==> src/rtl/vec3_div_if.sv <==
// Operand/result bus for the vec3 FP32 divider.
//
// Handshake semantics (both channels): a transfer happens on a rising clk
// edge where the producer's *_vld and the consumer's *_rdy are both high.
// The producer keeps *_vld and its payload stable until that edge. The
// consumer may raise or lower *_rdy at any time. a and b are only meaningful
// in the accept cycle. result stays stable while result_vld is high and
// result_rdy is low, and keeps its last value after the transfer.
//
// Vector layout for a, b and result: {x[95:64], y[63:32], z[31:0]}, each
// component an IEEE-754 binary32 value.
interface vec3_div_if;
   logic        op_vld;
   logic        op_rdy;
   logic [95:0] a;
   logic [95:0] b;
   logic        result_vld;
   logic        result_rdy;
   logic [95:0] result;

   modport master (
      output op_vld, a, b, result_rdy,
      input  op_rdy, result_vld, result
   );

   modport slave (
      input  op_vld, a, b, result_rdy,
      output op_rdy, result_vld, result
   );
endinterface

==> src/rtl/vec3_div.sv <==
// Component-wise FP32 vector divide: result = a / b per component.
// One shared restoring divider processes x, then y, then z. Every component
// takes SETUP + 26/QBITS_PER_CLK DIV cycles + ROUND, so latency is fixed no
// matter which special cases occur. QBITS_PER_CLK must be 1 or 2.
// Denormal inputs flush to zero; underflowing results flush to zero.
module vec3_div #(
   parameter int QBITS_PER_CLK = 1
) (
   input  logic        clk,
   input  logic        rst_n,
   vec3_div_if.slave   bus,
   output logic [2:0]  state_dbg
);

   localparam int         DIV_CYC  = 26 / QBITS_PER_CLK;
   localparam logic [4:0] DIV_LAST = 5'(DIV_CYC - 1);

   typedef enum logic [2:0] {
      S_IDLE  = 3'd0,
      S_SETUP = 3'd1,
      S_DIV   = 3'd2,
      S_ROUND = 3'd3,
      S_DONE  = 3'd4
   } state_t;

   // Outcome decided at SETUP; anything but SP_NONE overrides the datapath.
   typedef enum logic [1:0] {
      SP_NONE = 2'd0,
      SP_NAN  = 2'd1,
      SP_INF  = 2'd2,
      SP_ZERO = 2'd3
   } spec_t;

   state_t      state;
   logic [1:0]  comp;          // 0 = x, 1 = y, 2 = z
   logic [95:0] a_q;
   logic [95:0] b_q;
   logic        sign_q;
   spec_t       spec_q;
   logic [9:0]  exp_q;         // two's complement biased exponent
   logic [23:0] mb_q;
   logic [25:0] rem_q;
   logic [25:0] quo_q;
   logic [4:0]  cnt_q;
   logic        op_rdy_q;
   logic        result_vld_q;
   logic [95:0] result_q;

   // Component currently being worked on
   logic [31:0] a_c;
   logic [31:0] b_c;

   // SETUP decode
   logic [7:0]  ea;
   logic [7:0]  eb;
   logic [23:0] ma;
   logic [23:0] mb;
   logic        a_zero, b_zero, a_inf, b_inf, a_nan, b_nan;
   logic        pre_shift;
   logic [9:0]  exp_setup;
   logic [25:0] rem_init;
   spec_t       spec_setup;

   // DIV step
   logic [25:0] rem_n;
   logic [25:0] quo_n;

   // ROUND
   logic [23:0] mant;
   logic        guard_b;
   logic        round_b;
   logic        sticky_b;
   logic        round_up;
   logic [24:0] mant_sum;
   logic [22:0] frac_r;
   logic [9:0]  exp_r;
   logic [31:0] packed_r;

   // Select the active component from the latched operands
   always_comb begin
      a_c = a_q[95:64];
      b_c = b_q[95:64];
      case (comp)
         2'd1: begin
            a_c = a_q[63:32];
            b_c = b_q[63:32];
         end
         2'd2: begin
            a_c = a_q[31:0];
            b_c = b_q[31:0];
         end
         default: begin
            a_c = a_q[95:64];
            b_c = b_q[95:64];
         end
      endcase
   end

   // Unpack, classify specials, compute exponent and prenormalised remainder
   always_comb begin
      ea     = a_c[30:23];
      eb     = b_c[30:23];
      ma     = {1'b1, a_c[22:0]};
      mb     = {1'b1, b_c[22:0]};
      a_zero = (ea == 8'h00);
      b_zero = (eb == 8'h00);
      a_inf  = (ea == 8'hFF) && (a_c[22:0] == 23'd0);
      b_inf  = (eb == 8'hFF) && (b_c[22:0] == 23'd0);
      a_nan  = (ea == 8'hFF) && (a_c[22:0] != 23'd0);
      b_nan  = (eb == 8'hFF) && (b_c[22:0] != 23'd0);
      // A dividend mantissa below the divisor's is doubled so the quotient
      // always lands in [1,2) and its first bit is the integer bit.
      pre_shift = (ma < mb);
      exp_setup = 10'(ea) - 10'(eb) + 10'd127 - {9'd0, pre_shift};
      rem_init  = pre_shift ? {1'b0, ma, 1'b0} : {2'b00, ma};
      if (a_nan || b_nan || (a_zero && b_zero) || (a_inf && b_inf)) begin
         spec_setup = SP_NAN;
      end else if (a_inf || b_zero) begin
         spec_setup = SP_INF;
      end else if (b_inf || a_zero) begin
         spec_setup = SP_ZERO;
      end else begin
         spec_setup = SP_NONE;
      end
   end

   // Retire QBITS_PER_CLK restoring-division quotient bits
   always_comb begin
      rem_n = rem_q;
      quo_n = quo_q;
      for (int i = 0; i < QBITS_PER_CLK; i++) begin
         if (rem_n >= {2'b00, mb_q}) begin
            quo_n = {quo_n[24:0], 1'b1};
            rem_n = (rem_n - {2'b00, mb_q}) << 1;
         end else begin
            quo_n = {quo_n[24:0], 1'b0};
            rem_n = rem_n << 1;
         end
      end
   end

   // Round to nearest even, renormalise on carry-out, and pack
   always_comb begin
      mant     = quo_q[25:2];
      guard_b  = quo_q[1];
      round_b  = quo_q[0];
      sticky_b = |rem_q;
      round_up = guard_b & (round_b | sticky_b | mant[0]);
      mant_sum = {1'b0, mant} + {24'd0, round_up};
      if (mant_sum[24]) begin
         frac_r = mant_sum[23:1];
         exp_r  = exp_q + 10'd1;
      end else begin
         frac_r = mant_sum[22:0];
         exp_r  = exp_q;
      end
      case (spec_q)
         SP_NAN:  packed_r = 32'h7FC0_0000;
         SP_INF:  packed_r = {sign_q, 8'hFF, 23'd0};
         SP_ZERO: packed_r = {sign_q, 31'd0};
         default: begin
            if ($signed(exp_r) >= $signed(10'd255)) begin
               packed_r = {sign_q, 8'hFF, 23'd0};
            end else if ($signed(exp_r) <= $signed(10'd0)) begin
               packed_r = {sign_q, 31'd0};
            end else begin
               packed_r = {sign_q, exp_r[7:0], frac_r};
            end
         end
      endcase
   end

   // Control FSM plus datapath registers and registered handshake outputs
   always_ff @(posedge clk or negedge rst_n) begin
      if (!rst_n) begin
         state        <= S_IDLE;
         comp         <= 2'd0;
         a_q          <= '0;
         b_q          <= '0;
         sign_q       <= 1'b0;
         spec_q       <= SP_NONE;
         exp_q        <= '0;
         mb_q         <= '0;
         rem_q        <= '0;
         quo_q        <= '0;
         cnt_q        <= '0;
         op_rdy_q     <= 1'b1;
         result_vld_q <= 1'b0;
         result_q     <= '0;
      end else begin
         case (state)
            S_IDLE: begin
               if (bus.op_vld && op_rdy_q) begin
                  a_q      <= bus.a;
                  b_q      <= bus.b;
                  comp     <= 2'd0;
                  op_rdy_q <= 1'b0;
                  state    <= S_SETUP;
               end
            end
            S_SETUP: begin
               sign_q <= a_c[31] ^ b_c[31];
               spec_q <= spec_setup;
               exp_q  <= exp_setup;
               mb_q   <= mb;
               rem_q  <= rem_init;
               quo_q  <= '0;
               cnt_q  <= '0;
               state  <= S_DIV;
            end
            S_DIV: begin
               rem_q <= rem_n;
               quo_q <= quo_n;
               cnt_q <= cnt_q + 5'd1;
               if (cnt_q == DIV_LAST) begin
                  state <= S_ROUND;
               end
            end
            S_ROUND: begin
               case (comp)
                  2'd0:    result_q[95:64] <= packed_r;
                  2'd1:    result_q[63:32] <= packed_r;
                  default: result_q[31:0]  <= packed_r;
               endcase
               if (comp == 2'd2) begin
                  result_vld_q <= 1'b1;
                  state        <= S_DONE;
               end else begin
                  comp  <= comp + 2'd1;
                  state <= S_SETUP;
               end
            end
            S_DONE: begin
               // op_rdy rises only after the handshake edge, so a new op can
               // never be taken in the same cycle the result leaves.
               if (bus.result_rdy) begin
                  result_vld_q <= 1'b0;
                  op_rdy_q     <= 1'b1;
                  state        <= S_IDLE;
               end
            end
            default: begin
               state <= S_IDLE;
            end
         endcase
      end
   end

   assign bus.op_rdy     = op_rdy_q;
   assign bus.result_vld = result_vld_q;
   assign bus.result     = result_q;
   assign state_dbg      = state;

endmodule

==> src/flat_wrapper.sv <==
// flat-port wrapper written by rule: the top's interface ports become plain ports
module vec3_div_flat 
#(
   parameter int QBITS_PER_CLK = 1
)
  (clk, rst_n, state_dbg, bus_op_vld, bus_a, bus_b, bus_result_rdy, bus_op_rdy, bus_result_vld, bus_result);
  vec3_div_if bus_i ();
  input  logic clk;
  input  logic rst_n;
  output logic [2:0] state_dbg;
  input wire logic [$bits(bus_i.op_vld)-1:0] bus_op_vld;
  input wire logic [$bits(bus_i.a)-1:0] bus_a;
  input wire logic [$bits(bus_i.b)-1:0] bus_b;
  input wire logic [$bits(bus_i.result_rdy)-1:0] bus_result_rdy;
  output wire logic [$bits(bus_i.op_rdy)-1:0] bus_op_rdy;
  output wire logic [$bits(bus_i.result_vld)-1:0] bus_result_vld;
  output wire logic [$bits(bus_i.result)-1:0] bus_result;
  assign bus_i.op_vld = bus_op_vld;
  assign bus_i.a = bus_a;
  assign bus_i.b = bus_b;
  assign bus_i.result_rdy = bus_result_rdy;
  assign bus_op_rdy = bus_i.op_rdy;
  assign bus_result_vld = bus_i.result_vld;
  assign bus_result = bus_i.result;
  vec3_div #(.QBITS_PER_CLK(QBITS_PER_CLK)) u_core (.clk(clk), .rst_n(rst_n), .bus(bus_i), .state_dbg(state_dbg));
endmodule
==> config.mk <==
export PLATFORM = sky130hd
export DESIGN_NAME = vec3_div_flat
export DESIGN_NICKNAME = d
export VERILOG_FILES = /design/src/rtl/vec3_div_if.sv /design/src/rtl/vec3_div.sv /design/src/flat_wrapper.sv
export SDC_FILE = /design/constraint.sdc
export NUM_CORES = 1
export LEC_CHECK = 0
export CAP_MARGIN = 20
export CORE_UTILIZATION = 45
export CTS_CLUSTER_DIAMETER = 40
export CTS_CLUSTER_SIZE = 24
export DETAILED_ROUTE_END_ITERATION = 8
export HOLD_SLACK_MARGIN = 0.05
export PLACE_DENSITY_LB_ADDON = 0.12
export SKIP_LAST_GASP = 1
export SYNTH_ARGS = -nofsm -noshare
export SYNTH_HDL_FRONTEND = slang
export SYNTH_SLANG_ARGS = --single-unit
==> constraint.sdc <==
create_clock -name clk -period 4.8 [get_ports clk]
set_clock_uncertainty 0.05 [all_clocks]
set_input_delay 0.96 -clock clk [delete_from_list [all_inputs] [get_ports clk]]
set_output_delay 0.96 -clock clk [all_outputs]
set_load 0.1 [all_outputs]
After elaboration in Yosys (flattened, before gate mapping)
Cells that the tools add are included.
{"block": "word_totals", "reg_bits": 389, "latch_bits": 0, "ram_bits": 0, "mem_bits_ro": 0, "input_bits": 196, "out_inout_bits": 101, "elab_cells": 114, "mem_count": 0}
{"block": "op_classes", "n_addsub": 8, "mul": 0, "div": 0, "order_cmp": 4, "eq_ne": 17, "n_shift": 0, "n_mux": 30, "n_bitwise": 5, "reduce_logical": 34}
{"cell": "$pmux 32 s2", "count": 2}
{"cell": "$pmux 26 s2", "count": 2}
{"cell": "$pmux 32 s3", "count": 1}
{"cell": "$mux 31", "count": 2}
{"cell": "$logic_not 23->1", "count": 2}
{"cell": "$reduce_bool 23->1", "count": 2}
{"cell": "$ge 26x24->1", "count": 1}
{"cell": "$mux 26", "count": 1}
{"cell": "$reduce_or 26->1", "count": 1}
{"cell": "$add 24x1->25", "count": 1}
{"cell": "$mux 25", "count": 1}
{"cell": "$sub 25x24->25", "count": 1}
{"cell": "$lt 24x24->1", "count": 1}
{"cell": "$mux 23", "count": 1}
{"cell": "$eq 8x8->1 const B", "count": 2}
{"cell": "$logic_not 8->1", "count": 2}
{"cell": "$pmux 3 s5", "count": 1}
{"cell": "$mux 3", "count": 4}
{"cell": "$reduce_and 3->1", "count": 4}
{"cell": "$add 10x1->10 const B", "count": 1}
{"cell": "$add 10x7->10 const B", "count": 1}
{"cell": "$ge 10x9->1 const B", "count": 1}
{"cell": "$le 10x1->1 const B", "count": 1}
{"cell": "$mux 10", "count": 1}
{"cell": "other kinds (28)", "count": 61}

Logic depth before layout (Yosys ltp)
{"block": "depth", "word_depth": 10, "mapped_depth": 27, "depth_no_buf": 23}

Worst setup path after synthesis
OpenSTA, ideal clock, no wires.
{"block": "synth_path", "path_type": "register to register", "from": "register u_core.comp[0]", "to": "register u_core.exp_q[9]", "setup_ns": 0.066, "arrival_time_ns": 4.974, "path_slack_ns": -0.290, "path_stages_with_launch": 28, "synth_period_minus_slack_ns": 5.090, "path_cell_list": "dfrtp_1 -> inv_1 -> ha_1 -> buf_1 -> clkbuf_1 -> a22oi_1 -> a21oi_1 -> ha_1 -> a21o_1 -> a21o_1 -> a2111oi_0 -> o21ai_0 -> a211oi_1 -> and2_1 -> buf_2 -> inv_1 -> clkbuf_1 -> ha_1 -> ha_1 -> inv_1 -> fa_1 -> nor2b_1 -> o21ai_0 -> nand2b_1 -> a21o_1 -> a21o_1 -> a211oi_1 -> a22o_1"}
{"block": "synth_between", "elab_chain_cells": 5, "word_cells_on_any_way": 8}
{"element": "start: declaration", "line_no": "vec3_div.sv:35", "rtl": "logic [1:0] comp;"}
{"element": "start signal: assignment", "line_no": "vec3_div.sv:229", "rtl": "comp <= comp + 2'd1;"}
{"element": "$eq 2x2->1 or $eq 2x1->1 (tied branches)", "line_no": "vec3_div.sv:83", "rtl": "case (comp)"}
{"element": "$pmux 32 s2", "line_no": "vec3_div.sv:83"}
{"element": "$sub 8x8->9", "line_no": "vec3_div.sv:114", "rtl": "exp_setup = 10'(ea) - 10'(eb) + 10'd127 - {9'd0, pre_shift};"}
{"element": "$add 10x7->10", "line_no": "vec3_div.sv:114"}
{"element": "$sub 10x1->10 *", "line_no": "vec3_div.sv:114"}
{"element": "end signal: assignment", "line_no": "vec3_div.sv:204", "rtl": "exp_q <= exp_setup;"}
{"element": "end: declaration", "line_no": "vec3_div.sv:40", "rtl": "logic [9:0] exp_q;"}
Mark *: on every way between the ends. The rest lies on a longest branch, timed or not.
A chain may end at the register's enable or synchronous reset.

Worst setup path in the final report
{"block": "layout_path", "from": "register u_core.comp[1]", "to": "register u_core.exp_q[9]"}
Same word-level chain as after synthesis.

==> impl_metrics.csv <==
group,metric,value,unit
status,status,"finished clean",
worst_setup_path,crit_type,"register to register",
timing,final_hold_viol_count,0,
global_routing,grt_usage,25.2,%
clock_tree,cts_root_buf,"clkbuf_16",
timing,setup_viol,0,
worst_setup_path,cp-start-kind,"register",
detailed_routing,first_pass_iters,7,
worst_setup_path,cp_top_family,"compound AO/OA/AOI/OAI gates",
detailed_routing,drtAntennaViolNets,0,
detailed_routing,wl_per_cell,20.1,µm
global_routing,antenna_found_initial,3,
worst_setup_path,max_stage_delay,380,ps
layout,layout_common_cells,"388 x dfrtp_1, 295 x clkdlybuf4s50_1, 200 x mux2_2, 195 x nand2_1, 121 x o21ai_0",
pwr,powerDensity,864,mW/mm²
logic_synthesis,synth_ff_type,"dfrtp_1",
floorplanning,coreArea,0.0443,mm²
worst_setup_path,crit_fanout,8,
clock_tree,clock-sinks,389,
floorplanning,io_pins,297,
worst_setup_path,regToRegSetupSlack,250,ps
worst_setup_path,rr_startpoint,"u_core.comp[1]",
worst_setup_path,critPathArrivalTime,5040,ps
clock_tree,path_clk_slew,70,ps
logic_synthesis,netlist_top_cells_area,"dfrtp_1 48%, mux2_2 11%, ha_1 4.5%",
clock_tree,h-tree-depth,2,
global_routing,grt_pass1_wl,91800,µm
layout,drive_gt1_share,19.6,%
timing,slew_headroom,31.9,%
layout,antenna_cells,0,
floorplanning,dieHeight,214,µm
global_routing,globalRoute.totalOverflow,0,
timing,worst_pin_slew,1020,ps
logic_synthesis,postSynthCellCount,1897,
placement,place.gp.congestion,0.897,
pwr,p_leak,11.8,nW
logic_synthesis,synthArstFlopShare,100,%
layout,stdcell_area,0.0264,mm²
logic_synthesis,synth_cell_type_count,89,
logic_synthesis,synth_nets,2169,
placement,dpl.hpwl,42200,µm
logic_synthesis,yosys.area.top_type,"dfrtp_1",
detailed_routing,drtIter0Drc,1328,
worst_hold_path,hp-class,"input pin to asynchronous set/reset pin",
layout,area_growth,30.4,%
clock_tree,cts_tree,"built",
worst_setup_path,crit_path_end_kind,"register",
layout,final_common_cell,"dfrtp_1",
run,maxCapViolations,0,
timing,fin_crit,4550,ps
clock_tree,cts_buffers,56,
timing,drv_slew,0,
global_routing,grt_pass1_vias,16000,
worst_setup_path,crit_top_cell,"a21o_1",
logic_synthesis,synth_edf_count,0,
worst_setup_path,r2r-end,"u_core.exp_q[9]",
floorplanning,initial_core_util,45.7,%
pwr,peakVddDrop,609,µV
logic_synthesis,synth-seq-cells,389,
logic_synthesis,ys_warn_count,0,
logic_synthesis,avgSynthCellArea,10.7,µm²
logic_synthesis,synth_top_area_share,47.9,%
detailed_routing,routed_wl,57400,µm
worst_setup_path,reg2reg_depth,23,
worst_setup_path,cpMaxStageDelayCell,"dfrtp_1",
global_routing,grt_max_degree,130,
detailed_routing,vias,15900,
worst_setup_path,cp.required,5290,ps
detailed_routing,drt_drc_violations_left,0,
logic_synthesis,syn_area,0.0203,mm²
placement,place_ws,-6.47,ps
logic_synthesis,yosysSeqAreaShare,48.1,%
floorplanning,dieArea,0.0459,mm²
clock_tree,hold_buffers,0,
worst_setup_path,path_cells,"inv_1 > ha_4 > clkbuf_4 > a21oi_4 > ha_1 > a21o_1 > a21o_1 > a2111oi_1 > o21ai_1 > a211oi_2 > and2_1 > inv_1 > ha_1 > ha_1 > inv_1 > fa_1 > nor2b_1 > o21ai_0 > nand2b_1 > a21o_1 > a21o_1 > a211oi_2 > a22o_1",
floorplanning,rows,77,
worst_setup_path,path_buf_inv,4,
timing,max_freq,220,MHz
detailed_routing,vias_per_cell,5.58,
placement,placed_cell_area,0.0241,mm²
layout,fin_nets,2484,
timing,fin_crit_sh,94.8,%
clock_tree,worstSkewPairLatency,610,ps
timing,rsz0062_at_grt,"false",
floorplanning,chipWidth,214,µm
clock_tree,cts_buffer_depth,3,
placement,port_buffers,296,
timing,setup_ws,251,ps
[where the power goes]
| part | leakage, nW | switching [mW] | internal, mW |
|---|---|---|---|
| logic | 5.63 | 8.03 | 5.73 |
| clock network | 1.02 | 1.73 | 2.73 |
| registers | 5.12 | 0.600 | 4.00 |
[through the flow]
stage / power (mW) / std cells / hold WS, ps / setup TNS (ps) / utilization (%)
CTS: 22.5 / 2844 / 410 / 0 / 59.2
global route: 24.5 / 2852 / 447 / 0 / 59.6
finish: 22.8 / 2852 / 371 / 0 / 59.6
detailed placement: 17.9 / 2738 / 388 / -6.47 / 54.5
floorplan: 14.4 / 1897 / 368 / 0 / -
global placement: 17.7 / 2738 / 384 / 0 / 54.5
[area by class of cell]
type,count,area [µm²]
clock buffer,64,1500
timing repair buffer,376,3750
tap,592,741
inverter,63,236
fill,3797,17900
clock inverter,42,568
sequential,389,9740
multi-input combinational,1326,9890
[worst reg2reg max path, cell delays in order (launching register included)]
cell and delay [ps]:
dfrtp_1 380, inv_1 120, ha_4 380, clkbuf_4 210
a21oi_4 70, ha_1 310, a21o_1 190, a21o_1 170
a2111oi_1 350, o21ai_1 130, a211oi_2 250, and2_1 180
inv_1 70, ha_1 180, ha_1 190, inv_1 70
fa_1 190, nor2b_1 50, o21ai_0 140, nand2b_1 90
a21o_1 180, a21o_1 200, a211oi_2 220, a22o_1 140
[Yosys cell counts, drive strengths merged, types with 7 or more instances]
cell type and n:
dfrtp 388, mux2 201, nand2 199, o21ai 154, nor2 105, clkbuf 81, ha 73, inv 63
a21oi 59, mux2i 55, a22o 51, a22oi 43, buf 38, xnor2 34, o31ai 33, a211oi 31
nand4 31, nand3 28, a21o 22, nor4 20, xor2 18, and3 17, a31oi 14, nand2b 13
nor3 13, and2 10, nor2b 10, and4 8, or3 8, o21a 7
[how the worst max path moves through the flow]
stage,start,slack (ps),to,cells past startpoint
detailed placement,u_core.comp[0],-6,u_core.exp_q[9],24
global route,u_core.comp[1],9,u_core.exp_q[9],25
CTS,u_core.comp[0],40,u_core.exp_q[9],24
finish,u_core.comp[1],250,u_core.exp_q[9],23
floorplan,u_core.comp[0],2,u_core.exp_q[9],27
global placement,u_core.comp[0],110,u_core.exp_q[9],24
[kinds of logic (layout without fill, tap and decap cells)]
| logic type | Yosys count | after routing | share of synthesized area [%] |
|---|---|---|---|
| AND/OR/NAND/NOR | 477 | 477 | 11.5 |
| AO/OA/AOI/OAI | 465 | 465 | 15.7 |
| flip-flops | 389 | 389 | 48.1 |
| multiplexers | 256 | 256 | 13.9 |
| buffers and inverters | 182 | 545 | 3.75 |
| adder cells (fa/ha/maj) | 76 | 76 | 4.80 |
| XOR/XNOR | 52 | 52 | 2.28 |
[registers in the layout (all words and copies together), names as in the netlist]
signal,flops
u_core.a_q,96
u_core.b_q,96
u_core.bus.result,96
u_core.quo_q,26
u_core.rem_q,26
u_core.mb_q,24
u_core.exp_q,10
u_core.cnt_q,5
u_core.state_dbg,3
u_core.comp,2
u_core.spec_q,2
u_core.bus.op_rdy,1
u_core.bus.result_vld,1
u_core.sign_q,1
[metal layers]
layer  routed length, µm  up-vias  part of all wire [%]  track usage (%)
li1                    -     7521                     -                -
met1               26900     7817                    47             36.9
met2               25500      499                    44             37.8
met3                3730       82                   6.5             5.19
met4                1230        6                   2.1             7.07
met5                  35        -                 0.061                0
[timing repair]
item,CTS,global route
pin swaps,0,2
resized for setup,1,26
cloned,0,2
setup buffers,0,5
setup endpoints to repair,1,4
(Power assumes the default switching activity.)
